--- config.mk ---
export PLATFORM = sky130hd
export DESIGN_NAME = x2050lad_arb
export DESIGN_NICKNAME = d
export VERILOG_FILES = /design/src/rtl/x2050lad_arb.sv
export SDC_FILE = /design/constraint.sdc
export NUM_CORES = 1
export LEC_CHECK = 0
export CORE_ASPECT_RATIO = 1.5
export CORE_MARGIN = 2
export CORE_UTILIZATION = 43
export DETAILED_ROUTE_END_ITERATION = 10
export PLACE_DENSITY = 0.95
export SYNTH_ARGS = -nofsm -noshare
export SYNTH_HDL_FRONTEND = slang
export SYNTH_SLANG_ARGS = --single-unit
--- constraint.sdc ---
create_clock -name clk -period 2.75 [get_ports clk]
set_clock_uncertainty 0.15 [all_clocks]
set_input_delay 0.4125 -clock clk [delete_from_list [all_inputs] [get_ports clk]]
set_output_delay 0.4125 -clock clk [all_outputs]
set_load 0.1 [all_outputs]
--- src/rtl/x2050lad_arb.sv ---
// x2050lad_arb: shares the L-register adder-input gate between the CPU microprogram and the
// multiplexor channel; registers the winning op's gate controls and returns xg/xin two cycles later.
module x2050lad_arb #(
   parameter int unsigned CH_MAX   = 3,
   parameter int unsigned LOCK_MAX = 8
) (
   input  logic        clk,
   input  logic        rst,
   input  logic        i_cpu_valid,
   output logic        o_cpu_ready,
   input  logic        i_cpu_io_mode,
   input  logic [2:0]  i_cpu_lx,
   input  logic        i_cpu_tc,
   input  logic [3:0]  i_cpu_e,
   input  logic        i_ch_valid,
   output logic        o_ch_ready,
   input  logic [2:0]  i_ch_lx,
   input  logic        i_ch_tc,
   input  logic [3:0]  i_ch_e,
   input  logic [1:0]  i_ch_ioreg,
   input  logic        i_ch_lock,
   output logic        o_lad_io_mode,
   output logic [2:0]  o_lad_lx,
   output logic        o_lad_tc,
   output logic [3:0]  o_lad_e,
   output logic [1:0]  o_lad_ioreg,
   input  logic [31:0] i_lad_xg,
   input  logic [31:0] i_lad_xin,
   output logic        o_res_valid,
   output logic        o_res_owner,
   output logic [31:0] o_res_xg,
   output logic [31:0] o_res_xin,
   output logic        o_lock_err
);

   localparam logic [3:0] STREAK_MAX = 4'(CH_MAX);
   localparam logic [7:0] LOCK_TMO   = 8'(LOCK_MAX);

   typedef enum logic {UNLOCKED = 1'b0, LOCKED = 1'b1} lock_state_e;

   typedef struct packed {
      logic       io_mode;
      logic [2:0] lx;
      logic       tc;
      logic [3:0] e;
      logic [1:0] ioreg;
   } lad_ctl_t;

   lock_state_e state_q, state_d;
   logic [3:0]  streak_q, streak_d;
   logic [7:0]  lock_cnt_q, lock_cnt_d;
   logic        lock_err_q, lock_err_d;
   lad_ctl_t    ctl_q, ctl_d;
   logic [1:0]  vld_pipe_q, vld_pipe_d;
   logic [1:0]  own_pipe_q, own_pipe_d;
   logic [31:0] res_xg_q, res_xg_d;
   logic [31:0] res_xin_q, res_xin_d;
   logic        cpu_xfer, ch_xfer;

   // Grant: lock first, then starvation override, then channel priority.
   always_comb begin
      cpu_xfer = 1'b0;
      ch_xfer  = 1'b0;
      if (!rst) begin
         if (state_q == LOCKED)
            ch_xfer = i_ch_valid;
         else if (streak_q == STREAK_MAX && i_cpu_valid)
            cpu_xfer = 1'b1;
         else if (i_ch_valid)
            ch_xfer = 1'b1;
         else
            cpu_xfer = i_cpu_valid;
      end
   end

   assign o_cpu_ready = cpu_xfer;
   assign o_ch_ready  = ch_xfer;

   always_comb begin
      state_d    = state_q;
      streak_d   = streak_q;
      lock_cnt_d = lock_cnt_q;
      lock_err_d = 1'b0;
      if (state_q == LOCKED) begin
         // A channel transfer beats a timeout landing in the same cycle.
         if (ch_xfer) begin
            lock_cnt_d = '0;
            state_d    = i_ch_lock ? LOCKED : UNLOCKED;
         end else if (lock_cnt_q == LOCK_TMO) begin
            lock_cnt_d = '0;
            state_d    = UNLOCKED;
            lock_err_d = 1'b1;
         end else begin
            lock_cnt_d = lock_cnt_q + 8'd1;
         end
      end else begin
         if (ch_xfer && i_ch_lock) begin
            state_d    = LOCKED;
            lock_cnt_d = '0;
         end
         if (!i_cpu_valid || cpu_xfer)
            streak_d = '0;
         else if (ch_xfer)
            streak_d = streak_q + 4'd1;
      end
   end

   // ioreg is only ever written by the channel; CPU io-mode ops read the channel's value.
   always_comb begin
      ctl_d         = '0;
      ctl_d.ioreg   = ctl_q.ioreg;
      if (cpu_xfer) begin
         ctl_d.io_mode = i_cpu_io_mode;
         ctl_d.lx      = i_cpu_lx;
         ctl_d.tc      = i_cpu_tc;
         ctl_d.e       = i_cpu_e;
      end else if (ch_xfer) begin
         ctl_d.io_mode = 1'b1;
         ctl_d.lx      = i_ch_lx;
         ctl_d.tc      = i_ch_tc;
         ctl_d.e       = i_ch_e;
         ctl_d.ioreg   = i_ch_ioreg;
      end
   end

   always_comb begin
      vld_pipe_d = {vld_pipe_q[0], cpu_xfer | ch_xfer};
      own_pipe_d = {own_pipe_q[0], ch_xfer};
      res_xg_d   = vld_pipe_q[0] ? i_lad_xg  : res_xg_q;
      res_xin_d  = vld_pipe_q[0] ? i_lad_xin : res_xin_q;
   end

   always_ff @(posedge clk) begin
      if (rst) begin
         state_q    <= UNLOCKED;
         streak_q   <= '0;
         lock_cnt_q <= '0;
         lock_err_q <= 1'b0;
         ctl_q      <= '0;
         vld_pipe_q <= '0;
         own_pipe_q <= '0;
         res_xg_q   <= '0;
         res_xin_q  <= '0;
      end else begin
         state_q    <= state_d;
         streak_q   <= streak_d;
         lock_cnt_q <= lock_cnt_d;
         lock_err_q <= lock_err_d;
         ctl_q      <= ctl_d;
         vld_pipe_q <= vld_pipe_d;
         own_pipe_q <= own_pipe_d;
         res_xg_q   <= res_xg_d;
         res_xin_q  <= res_xin_d;
      end
   end

   assign o_lad_io_mode = ctl_q.io_mode;
   assign o_lad_lx      = ctl_q.lx;
   assign o_lad_tc      = ctl_q.tc;
   assign o_lad_e       = ctl_q.e;
   assign o_lad_ioreg   = ctl_q.ioreg;
   assign o_res_valid   = vld_pipe_q[1];
   assign o_res_owner   = own_pipe_q[1];
   assign o_res_xg      = res_xg_q;
   assign o_res_xin     = res_xin_q;
   assign o_lock_err    = lock_err_q;

endmodule

After elaboration in Yosys (flattened, before gate mapping)
Index checks and enable logic that the tools add are counted.
{"block": "totals", "mem_bits_rw": 0, "elab_cells": 51, "reg_bits": 93, "output_inout_bits": 80, "rom_bits": 0, "input_bits": 88, "mem_count": 0, "latchBits": 0}
{"block": "classes", "add_sub_neg": 2, "muxes": 22, "bitwise_logic": 3, "n_reduce_logical": 9, "n_eq_ne": 2, "n_mul": 0, "n_div": 0, "order_cmp": 0, "n_shift": 0}
{"cell": "2-to-1 mux 8 bit", "count": 4}
{"cell": "2-to-1 mux 1 bit", "count": 14}
{"cell": "2-to-1 mux 11 bit", "count": 1}
{"cell": "2-to-1 mux 9 bit", "count": 1}
{"cell": "adder 8 x 1 -> 8 bit (second input constant)", "count": 1}
{"cell": "equality test 8 x 4 -> 1 bit (second input constant)", "count": 1}
{"cell": "2-to-1 mux 4 bit", "count": 2}
{"cell": "adder 4 x 1 -> 4 bit (second input constant)", "count": 1}
{"cell": "equality test 4 x 2 -> 1 bit (second input constant)", "count": 1}
{"cell": "AND reduction 2 bit", "count": 2}
{"cell": "nonzero test 2 bit", "count": 2}
{"cell": "OR reduction 3 bit", "count": 1}
{"cell": "logical AND 1 bit", "count": 2}
{"cell": "NOT 1 bit", "count": 2}
{"cell": "logical NOT 1 bit", "count": 1}
{"cell": "logical OR 1 bit", "count": 1}
{"cell": "OR 1 bit", "count": 1}

Logic depth before layout (Yosys ltp)
{"block": "depth", "ltp_word": 8, "mapped_depth": 6}

Worst setup path before layout
Ideal clock, no wire load.
{"block": "synth_path", "kind": "register -> output", "from": "reg streak_q[0]", "to": "out o_ch_ready", "path_stages_with_launch": 5, "t_arrival_ps": 1954, "n_path_buf": 1, "slack_ps": 234, "path_cell_list": "dfxtp_1 -> ha_1 -> nand4bb_1 -> o211a_1 -> clkbuf_1"}
{"block": "synth_between", "elab_chain_cells": 5}
{"element": "start: declaration", "line_no": "50", "text": "logic [3:0] streak_q, streak_d;"}
{"element": "start signal: assignment", "line_no": "146", "text": "streak_q <= streak_d;"}
{"element": "equality test 4 x 2 -> 1 bit", "line_no": "67", "text": "else if (streak_q == STREAK_MAX && i_cpu_valid)"}
{"element": "logical AND 1 bit", "line_no": "67"}
{"element": "2-to-1 mux 1 bit", "line_no": "67"}
{"element": "2-to-1 mux 1 bit", "line_no": "65", "text": "if (state_q == LOCKED)"}
{"element": "2-to-1 mux 1 bit", "line_no": "64", "text": "if (!rst) begin"}
{"element": "end: declaration", "line_no": "16", "text": "output logic o_ch_ready,"}
Every way passes these cells.

Worst setup path in the final report
{"block": "layout_path", "from": "reg streak_q[0]", "to": "out o_cpu_ready"}
{"block": "layout_between", "elab_chain_cells": 5}
{"element": "equality test 4 x 2 -> 1 bit", "line_no": "67"}
{"element": "logical AND 1 bit", "line_no": "67"}
{"element": "2-to-1 mux 1 bit", "line_no": "67"}
{"element": "2-to-1 mux 1 bit", "line_no": "65"}
{"element": "2-to-1 mux 1 bit", "line_no": "64"}
{"element": "end: declaration", "line_no": "10", "text": "output logic o_cpu_ready,"}
Every way passes these cells.

==> metrics.md <==
| Metric | Value |
|---|---|
| Final Power | 0.00366 W |
| Inserted Clock Buffers | 9 |
| 1st-iter DRT viols | 145 |
| Non-Filler Instances | around 600 |
| Yosys warning count | 0 |
| H-tree depth | 3 |
| Top post-synthesis cells by count | dfxtp_1, nor2_1, mux2i_1, nand2_1 |
| Post-DP Area | between 0.004 and 0.005 mm^2 |
| Top sig layer | met4 |
| Synthesis-to-layout area growth | 55.9% |
| Asr flop ratio synth | 0 |
| ANT cells | 0 |
| Distinct cells, synth | 34 |
| Die area | roughly 0.0086 mm^2 |
| Fillers | approximately 570 |
| Gpl congestion | between 0.7 and 0.8 |
| Port buffer count | roughly 170 |
| Postcts setup bufs | 0 |
| Share of layout cells above drive strength 1 | 0.225 |
| Initial antenna violation count | 0 |
| Largest family of logic cells by synthesized area | multiplexers |
| Routed met3 length | ~500 um |
| Final hold violations | 0 |
| Clock Tree Root | clkbuf_16 |
| # rows | 39 |
| Initial DRT Pass Iterations | 5 |
| Max_cap viols | 0 |
| Largest area contributor in the netlist | dfxtp_1 |
| Max-slew headroom | 0.615 |
| HPWL Detailed | between 6 and 7 mm |
| Primary FF master, synth | dfxtp_1 |
| Core Area | 0.00766 mm^2 |
| Final Max Slew Viols | 0 |
| Synth Area in Compound Gates | 0.0722 |
| Vias in the first global route | 2905 |
| Max VDD drop | 0.393 mV |
| Critical Path Fanout Max | 4 |
| Finished Cell Area | ~0.0053 mm^2 |
| Met2 WL | about 4.6 mm |
| Post-synthesis xor/xnor area fraction | 0.00258 |
| Worst-path clk slew | approximately 0.060 ns |
| Total GRT Usage | 0.203 |
| Largest net degree at the start of global routing | 34 |
| Setup crit start kind | flop |
| # IOs | between 150 and 200 |
| Routed WL | approximately 8.7 mm |
| Cell count after placement | 583 |
| Final setup viols | 0 |
| Multiplexer share of the synthesized area | 0.197 |
| Avg Vias per Cell | slightly below 5 |
| Worst Setup End Kind | primary output |
| LEAKAGE | approximately 2.3 nW |
| Setup TNS | 0 ns |
| Drt wl/cell | 14.5 um |
| Clock latency on the worst-skew pair | around 0.33 ns |
| Instance count of the mapped netlist | ~330 |
| Sequential area share after synthesis | 0.548 |
| Global-route wire length before repair | 13.8 mm |
| Post-layout nets | around 580 |
| Avg Inst Size Synth | ~10 um^2 |
| Count leader, synth | dfxtp_1 |
| Power density over the cells | 690 mW/mm^2 |
| EDFF count, synth | 0 |
| Synth top area cells | dfxtp_1, mux2i_1, nor2_1, a22o_1, a21oi_1 |
| CTS Buffer Depth | 2 |
| Syn Nets | 418 |
| Via count | just under 3000 |
| Met1 WL | approximately 3.3 mm |
| CTS tree | done |
| Mapped cell area | between 0.003 and 0.004 mm^2 |
| Worst slew pin tran | approximately 0.58 ns |
| CP arrival | 1.96 ns |
| Die extent in x | between 70 and 80 um |
| Yosys reg bits | 93 |
| HP Class | reg -> reg |
| DRC violation count after routing | 0 |
| Post-CTS Hold Buffers | 0 |
| Congestion Overflow GR | 0 |
| Top-area cell type share of the netlist area | 0.548 |
| Synth Area in Simple Gates | 0.139 |
| Worst Path Required | between 2 and 2.5 ns |
| Starting density of the core | 0.444 |
| Antenna-violating nets left | 0 |
| F_max | slightly below 0.4 GHz |
| Fin crit share | 0.918 |
| Fin crit period | between 2 and 3 ns |
| Sink Count | 93 |
| Outcome | completed |
| RSZ-0062 raised after global routing | no |
| Critical path class | reg -> out |
| Adder-cell share of the synthesized area | 0.0110 |
| Post-cts resize count | 0 |
| Height of the die | 113 um |
## where the power goes
part / internal (W) / switching (W) / total, W
registers: 0.00142 / 0.0000511 / 0.00147
logic: 0.000290 / 0.000664 / 0.000954
clock network: 0.000728 / 0.000502 / 0.00123
## path summary, 6_finish.rpt
path | start | end | slack [ns] | depth (start not counted)
worst max-delay path | streak_q[0] | o_cpu_ready | 0.23 | 4
worst min-delay path | own_pipe_q[0] | own_pipe_q[1] | 0.29 | 1
worst min register to register | own_pipe_q[0] | own_pipe_q[1] | 0.29 | 1
worst max register to register | streak_q[0] | o_lad_e[2] | 0.76 | 5
## metal layers
layer  vias up  track usage
met5         -            0
met4         0       0.0812
met3        17       0.0590
met2       129        0.373
met1      1360        0.218
li1       1445            -
## per-stage QoR
step                      utilization  hold WS [ns]  setup slack (ns)
after floorplan                     -         0.264             0.234
after global placement          0.652         0.281             0.528
after detailed placement        0.652         0.283             0.463
after CTS                       0.691         0.298             0.210
after global routing            0.691         0.318             0.164
final                           0.691         0.290             0.226
## cell usage in the layout (no fill, tap or decap), types with 2 or more instances in the layout
cell type	instances
clkbuf_16	9
buf_4	83
clkinv_2	3
buf_12	3
a22o_1	9
mux2i_1	67
or2_2	2
nor3_1	2
clkdlybuf4s50_1	86
a21o_1	2
nor2_1	71
nor2b_1	3
inv_1	6
o21ai_1	2
o211a_1	2
a21oi_1	9
nand4bb_1	2
or3_1	3
nand3_1	4
nand2_1	10
ha_1	3
o21ai_0	5
dfxtp_1	92
## sequential cells by signal (all words and copies together), names as in the netlist
name,count
o_lad_e,4
streak_q,4
o_lad_ioreg,2
o_lad_lx,3
o_lad_tc,1
vld_pipe_q,2
o_lad_io_mode,1
o_res_xg,32
own_pipe_q,2
o_lock_err,1
lock_cnt_q,8
state_q,1
o_res_xin,32
## area by class of cell
cell class | instances | area [um^2] | area share
Clock buffer | 10 | 239 | 0.0451
Clock inverter | 6 | 60.1 | 0.0113
Inverter | 6 | 22.5 | 0.00425
Multi-Input combinational cell | 209 | 1430 | 0.271
Sequential cell | 93 | 1870 | 0.352
Tap cell | 102 | 128 | 0.0241
Timing Repair Buffer | 173 | 1550 | 0.292
## cell families after synthesis
| kind of cell | Yosys count |
|---|---|
| fa+ha+maj | 3 |
| xor+xnor | 1 |
| simple gates | 104 |
| buf+inv | 25 |
| compound gates | 34 |
| flops | 93 |
| mux | 67 |
## worst max-delay path: stages (launching register included)
cell and delay (ns):
dfxtp_1 0.37, ha_1 0.22, or3b_2 0.49, a21oi_1 0.32
buf_12 0.22
No activity file was read; power rests on OpenSTA's default activity.
